--- config.mk ---
export PLATFORM = sky130hd
export DESIGN_NAME = cdc_sync_data_ack_rx
export DESIGN_NICKNAME = d
export VERILOG_FILES = /design/src/rtl/cdc_sync_data_ack_rx_pkg.sv /design/src/rtl/cdc_sync_bits.sv /design/src/rtl/cdc_sync_data_ack_rx.sv
export SDC_FILE = /design/constraint.sdc
export NUM_CORES = 1
export LEC_CHECK = 0
export CAP_MARGIN = 20
export CORE_AREA = 10 10 47 49
export CTS_CLUSTER_SIZE = 10
export DETAILED_ROUTE_END_ITERATION = 10
export DIE_AREA = 0 0 57 59
export DONT_BUFFER_PORTS = 1
export HOLD_SLACK_MARGIN = 0.1
export PLACE_DENSITY_LB_ADDON = 0.1
export SYNTH_ARGS = -nofsm -noshare
export SYNTH_HDL_FRONTEND = slang
export SYNTH_HIERARCHICAL = 1
export SYNTH_SLANG_ARGS = --single-unit
--- constraint.sdc ---
create_clock -name clk_out -period 0.9 [get_ports clk_out]
set_input_delay 0.18 -clock clk_out [delete_from_list [all_inputs] [get_ports clk_out]]
set_output_delay 0.18 -clock clk_out [all_outputs]
set_load 0.005 [all_outputs]
--- src/rtl/cdc_sync_data_ack_rx_pkg.sv ---
`timescale 1ns/1ps
`default_nettype none
// ============================================================================
//  Module      : cdc_sync_data_ack_rx_pkg
//  Description : Shared definitions for the closed-loop toggle req/ack data
//                crossing. Holds the FSM state encoding, the default
//                synchronizer depth and a counter-width helper. The same
//                package is used by the source-side initiator.
//  Ports       : none (package)
//  Revision    : 1.0 - initial release
// ============================================================================
package cdc_sync_data_ack_rx_pkg;

    // Default metastability chain depth for toggle synchronizers.
    localparam int DEFAULT_SYNC_STAGES = 2;

    // FSM state encoding, explicit 2-bit width.
    localparam int         CDC_STATE_W   = 2;
    localparam logic [1:0] CDC_ST_IDLE   = 2'd0;
    localparam logic [1:0] CDC_ST_SETTLE = 2'd1;
    localparam logic [1:0] CDC_ST_VALID  = 2'd2;

    typedef enum logic [CDC_STATE_W-1:0] {
        ST_IDLE   = CDC_ST_IDLE,
        ST_SETTLE = CDC_ST_SETTLE,
        ST_VALID  = CDC_ST_VALID
    } cdc_state_e;

    // Width of a down-counter that must hold values 0 .. cycles-1.
    // Always at least one bit so the counter exists even when unused.
    function automatic int settle_cnt_width(input int cycles);
        return (cycles > 1) ? $clog2(cycles) : 1;
    endfunction

endpackage
`default_nettype wire

--- src/rtl/cdc_sync_bits.sv ---
`timescale 1ns/1ps
`default_nettype none
// ============================================================================
//  Module      : cdc_sync_bits
//  Description : Multi-flop synchronizer for quasi-static or toggle signals
//                entering the clk domain. Each bit is synchronized
//                independently; no coherency between bits is implied.
//  Ports       : clk     - destination clock
//                rst     - asynchronous active-high reset (chain clears to 0)
//                i_bits  - asynchronous input bits
//                o_bits  - synchronized bits, SYNC_STAGES flops later
//  Revision    : 1.0 - initial release
// ============================================================================
module cdc_sync_bits #(
    parameter int NUM_BITS    = 1,
    parameter int SYNC_STAGES = 2
) (
    input  logic                clk,
    input  logic                rst,
    input  logic [NUM_BITS-1:0] i_bits,
    output logic [NUM_BITS-1:0] o_bits
);

    // Stage 0 is the metastable capture flop; stage SYNC_STAGES-1 is the
    // output. Depth must be at least 2.
    (* ASYNC_REG = "TRUE" *) logic [SYNC_STAGES-1:0][NUM_BITS-1:0] sync_q;
    logic [SYNC_STAGES-1:0][NUM_BITS-1:0] sync_d;

    always_comb begin
        sync_d = {sync_q[SYNC_STAGES-2:0], i_bits};
    end

    always_ff @(posedge clk or posedge rst) begin
        if (rst) begin
            sync_q <= '0;
        end else begin
            sync_q <= sync_d;
        end
    end

    assign o_bits = sync_q[SYNC_STAGES-1];

endmodule
`default_nettype wire

--- src/rtl/cdc_sync_data_ack_rx.sv ---
`timescale 1ns/1ps
`default_nettype none
// ============================================================================
//  Module      : cdc_sync_data_ack_rx
//  Description : Destination-side responder of a closed-loop toggle
//                request / toggle acknowledge data crossing. Synchronizes the
//                request toggle, waits SETTLE_CYCLES, captures the
//                source-held bus once and presents it on valid/ready. The
//                acknowledge toggle is returned only when the word is
//                consumed, so throughput follows downstream backpressure.
//  Ports       : clk_out  - destination clock (only clock)
//                reset    - asynchronous active-high reset
//                req_in   - request toggle from source domain (async)
//                bits_in  - source-held data (async, stable while pending)
//                ack_out  - acknowledge toggle to source (registered)
//                valid    - bits_out holds an unconsumed word
//                ready    - downstream accepts when valid && ready
//                bits_out - captured data (registered)
//                busy     - FSM not idle
//                overrun  - sticky: request toggled while not idle
//  Revision    : 1.0 - initial release
// ============================================================================
module cdc_sync_data_ack_rx
    import cdc_sync_data_ack_rx_pkg::*;
#(
    parameter int NUM_BITS      = 1,
    parameter int SYNC_STAGES   = DEFAULT_SYNC_STAGES,
    parameter int SETTLE_CYCLES = 1
) (
    input  logic                clk_out,
    input  logic                reset,
    input  logic                req_in,
    input  logic [NUM_BITS-1:0] bits_in,
    output logic                ack_out,
    output logic                valid,
    input  logic                ready,
    output logic [NUM_BITS-1:0] bits_out,
    output logic                busy,
    output logic                overrun
);

    localparam int CNT_W = settle_cnt_width(SETTLE_CYCLES);
    localparam logic [CNT_W-1:0] SETTLE_LOAD =
        (SETTLE_CYCLES > 0) ? CNT_W'(SETTLE_CYCLES - 1) : '0;
    localparam logic [CNT_W-1:0] CNT_ONE = CNT_W'(1);

    // ------------------------------------------------------------------
    // Request synchronizer
    // ------------------------------------------------------------------
    logic req_sync;

    cdc_sync_bits #(
        .NUM_BITS    (1),
        .SYNC_STAGES (SYNC_STAGES)
    ) u_req_sync (
        .clk    (clk_out),
        .rst    (reset),
        .i_bits (req_in),
        .o_bits (req_sync)
    );

    // ------------------------------------------------------------------
    // State
    // ------------------------------------------------------------------
    cdc_state_e          state_q,        state_d;
    logic [CNT_W-1:0]    cnt_q,          cnt_d;
    logic                ack_q,          ack_d;
    logic                valid_q,        valid_d;
    logic                busy_q,         busy_d;
    logic                overrun_q,      overrun_d;
    logic                req_sync_dly_q, req_sync_dly_d;
    // Capture register: bits_in is held stable by the source protocol for
    // the whole time the request is pending, so the path into this flop is
    // timed as a false path.
    (* false_path = "true" *) logic [NUM_BITS-1:0] bits_q;
    logic [NUM_BITS-1:0] bits_d;

    logic pending;
    logic req_edge;

    // A request is outstanding while the synced toggle disagrees with the
    // last acknowledge we returned. Toggling ack clears it in the same cycle.
    assign pending  = req_sync ^ ack_q;
    assign req_edge = req_sync ^ req_sync_dly_q;

    always_comb begin
        state_d        = state_q;
        cnt_d          = cnt_q;
        ack_d          = ack_q;
        valid_d        = valid_q;
        bits_d         = bits_q;
        req_sync_dly_d = req_sync;

        // Any request transition seen while a word is in flight means the
        // source broke the handshake; that request is lost.
        overrun_d = overrun_q | (req_edge & (state_q != ST_IDLE));

        case (state_q)
            ST_IDLE: begin
                if (pending) begin
                    if (SETTLE_CYCLES > 0) begin
                        cnt_d   = SETTLE_LOAD;
                        state_d = ST_SETTLE;
                    end else begin
                        bits_d  = bits_in;
                        valid_d = 1'b1;
                        state_d = ST_VALID;
                    end
                end
            end

            ST_SETTLE: begin
                if (cnt_q == '0) begin
                    bits_d  = bits_in;
                    valid_d = 1'b1;
                    state_d = ST_VALID;
                end else begin
                    cnt_d = cnt_q - CNT_ONE;
                end
            end

            ST_VALID: begin
                if (valid_q && ready) begin
                    valid_d = 1'b0;
                    ack_d   = ~ack_q;
                    state_d = ST_IDLE;
                end
            end

            default: begin
                state_d = ST_IDLE;
                valid_d = 1'b0;
            end
        endcase

        // busy is registered from the next state so it tracks state_q exactly.
        busy_d = (state_d != ST_IDLE);
    end

    always_ff @(posedge clk_out or posedge reset) begin
        if (reset) begin
            state_q        <= ST_IDLE;
            cnt_q          <= '0;
            ack_q          <= 1'b0;
            valid_q        <= 1'b0;
            bits_q         <= '0;
            busy_q         <= 1'b0;
            overrun_q      <= 1'b0;
            req_sync_dly_q <= 1'b0;
        end else begin
            state_q        <= state_d;
            cnt_q          <= cnt_d;
            ack_q          <= ack_d;
            valid_q        <= valid_d;
            bits_q         <= bits_d;
            busy_q         <= busy_d;
            overrun_q      <= overrun_d;
            req_sync_dly_q <= req_sync_dly_d;
        end
    end

    assign ack_out  = ack_q;
    assign valid    = valid_q;
    assign bits_out = bits_q;
    assign busy     = busy_q;
    assign overrun  = overrun_q;

endmodule
`default_nettype wire
==> reports/metrics.cfg <==
[layout]
synthToLayoutAreaGrowth_pct=32.2
largest_reg_flops=2
n_fill_cell=143
n_antenna_cell=0
fin_nets=45
final_cell_area_sq_um=498
fin_util_pct=35.5
largest_register=state_q
drive_gt1_share_pct=31.6

[worst_hold_path]
min_to=state_q[1]
hp-class=input port to flop
hold_start=ready
whs_path_depth=2

[grt]
grt_pass1_wl_um=1260
antenna_found_initial=0
grt_max_degree=9
grt_use_total_pct=4.91
grt-ovfl-total=0
grt_pass1_vias=273

[timing]
worst_slew_pin_slew_ns=0.316
relSlewSlack_pct=78.9
post-route-min-period_ns=0.958
finClkSkew_ns=0.00127
setup_violations=5
timing.final.crit_share_pct=106
timing.hold.ws_ns=0.116
timing.fmax_ghz=1.04
tns_ns=-0.240
maxSlewViolCount=0
rsz0062_at_grt=true
setup_slack_ns=-0.0579
hold_viol=0

[detailed_routing]
via_per_inst=4.52
drtIter0Drc=9
routed-via-count=244
drt-wirelength-per-cell_um=13.5
met3WireLength_um=76
routed.top_layer=met4
antenna_left=0
wl_um=731
firstDrtPassIters=3
wl_met2_um=344
wl_met1_um=305
drc=0

[logic_synthesis]
yosysUniqueCellTypes=14
async_flop_share_pct=100
synth_seq_cells=10
synth_edf_count=0
synth.largest_area_cell=dfrtp_1
synth-compound-area-share_pct=11.0
yosys.area_share.simple_pct=9.63
yosys-top-cells-count=dfrtp_1 (10), xnor2_1 (3), inv_1 (2), nand2b_1 (2), o21ai_0 (2)
yosysMostFrequentCell=dfrtp_1
synth_top_family_by_area=compound AO/OA/AOI/OAI gates
syn_area_per_cell_sq_um=13.5
ys.flop_type=dfrtp_1
synth.area.mux_share_pct=3.99
syn_area_sq_um=377
netlist_instances=28
ys_warn_count=6
synth-xor-area-share_pct=6.98
synthTopCellsByArea=dfrtp_1 (66%), xnor2_1 (7.0%), mux2_4 (4.0%)
yosysSeqAreaShare_pct=66.4
synthAdderAreaFrac_pct=0
synth_top_area_share_pct=66.4
synth_nets=33

[power]
pwr_density_cell_nw_per_um2=1580
seq_power_share_pct=59.2
clockPowerShare_pct=36.8
cell_internal_pwr_w=0.000629
p_leak_nw=0.231
combPwrFrac_pct=4.0
vdd_drop_max_mv=0.578
switching_share_pct=19.8
p_sw_w=0.000155

[flow_run]
maxCapViolations=0

[critical_path]
slowest_stage=dfrtp_1
rrSetupSlack_ns=-0.06
worstPathArrival_ns=0.78
crit_path_end_kind=output pin
cp.buffers_inverters=1
cp.required_ns=0.72
r2r_end=bits_out
path_max_fanout=2
crit_family=flip-flops
worstSetupStartpointType=flop
ff2ff_path_depth=2
r2r-start=state_q[0]
critPathMaxStageDelay_ns=0.40
crit_chain=buf_6
critPathKind=flop to output pin

[clock_tree]
cts_made_buffers=3
cts.sinks=10
cts_root_buffer=clkbuf_4
ctsLongestPathBuffers=2
cts_max_level=1
cts_tree=built
clk_pin_slew_ns=0.06
clk_latency_ns=0.25

[die]
fp.dieW_um=57
start_util_pct=26.9
num_rows=14
die_area_sq_um=3360
coreArea_sq_um=1400
io_pins=10
die_h_um=59

[outcome]
status=finished with violations
violations=setup timing

[place]
gp_congestion=0.688
dp_worst_setup_slack_ns=-0.0749
io_buffers=0
dpl-instance-area_sq_um=427
dp_hpwl_um=542

==> stage by stage <==
step / total power [W] / instances
finish: 0.000785 / 54
global placement: 0.000494 / 47
detailed placement: 0.000495 / 47
CTS: 0.000801 / 54
global route: 0.000825 / 54
floorplan: 0.000489 / 28
==> metal layers <==
layer	global-route usage [%]	up-vias
li1	-	115
met1	5.54	121
met2	6.20	6
met3	3.22	2
met4	4.03	0
met5	0	-
==> worst max path at each step <==
stage / cells after the start / slack [ns] / to / from
detailed placement: 2 / -0.07 / bits_out / state_q[0]
global route: 1 / -0.09 / ack_out / ack_out
CTS: 1 / -0.07 / ack_out / ack_out
finish: 1 / -0.06 / ack_out / ack_out
floorplan: 2 / -0.07 / bits_out / state_q[1]
global placement: 2 / -0.05 / ack_out / state_q[0]
==> cell usage in the layout (no fill, tap or decap) <==
master and count:
nand2b_4 1, clkbuf_4 3, and2_1 1, o21bai_1 1, buf_4 2, nand2b_1 1
nor2_2 1, xnor2_1 3, o21a_1 1, mux2_4 1, o21ai_1 1, buf_6 2
dfrtp_1 9, nand4b_1 1, a21o_2 1, a22oi_1 1, nor3_1 1, o21ai_0 1
dfrtp_2 1, dlygate4sd3_1 3, inv_1 2
==> power by group through the flow <==
stage | Combinational [W] | Clock [W] | Sequential, W
after floorplan | 0.0000178 | 0 | 0.000472
after global placement | 0.0000209 | 0 | 0.000473
after detailed placement | 0.0000214 | 0 | 0.000474
after CTS | 0.0000324 | 0.000303 | 0.000465
after global routing | 0.0000364 | 0.000323 | 0.000466
final | 0.0000314 | 0.000288 | 0.000465
==> timing repair <==
| item | in CTS | in global routing |
|---|---|---|
| setup endpoints to repair | 5 | 8 |
| hold endpoints to repair | 12 | 0 |
| pin swaps | 0 | 1 |
| buffers inserted | 1 | 0 |
| resized for setup | 2 | 3 |
| hold buffers | 3 | 0 |
==> area by class of cell <==
| type | instances | area (sq um) | share of cell area [%] |
|---|---|---|---|
| Sequential cell | 10 | 251 | 50.5 |
| Multi-Input combinational cell | 16 | 129 | 25.9 |
| Timing Repair Buffer | 7 | 67.6 | 13.6 |
| Clock buffer | 3 | 22.5 | 4.52 |
| Tap cell | 16 | 20.0 | 4.02 |
| Inverter | 2 | 7.51 | 1.51 |
==> cells by family after synthesis <==
kind of cell           after synthesis
multiplexers                         1
XOR/XNOR                             3
AND/OR/NAND/NOR                      6
buffers and inverters                2
AO/OA/AOI/OAI                        6
flip-flops                          10
(Power assumes the default switching activity.)
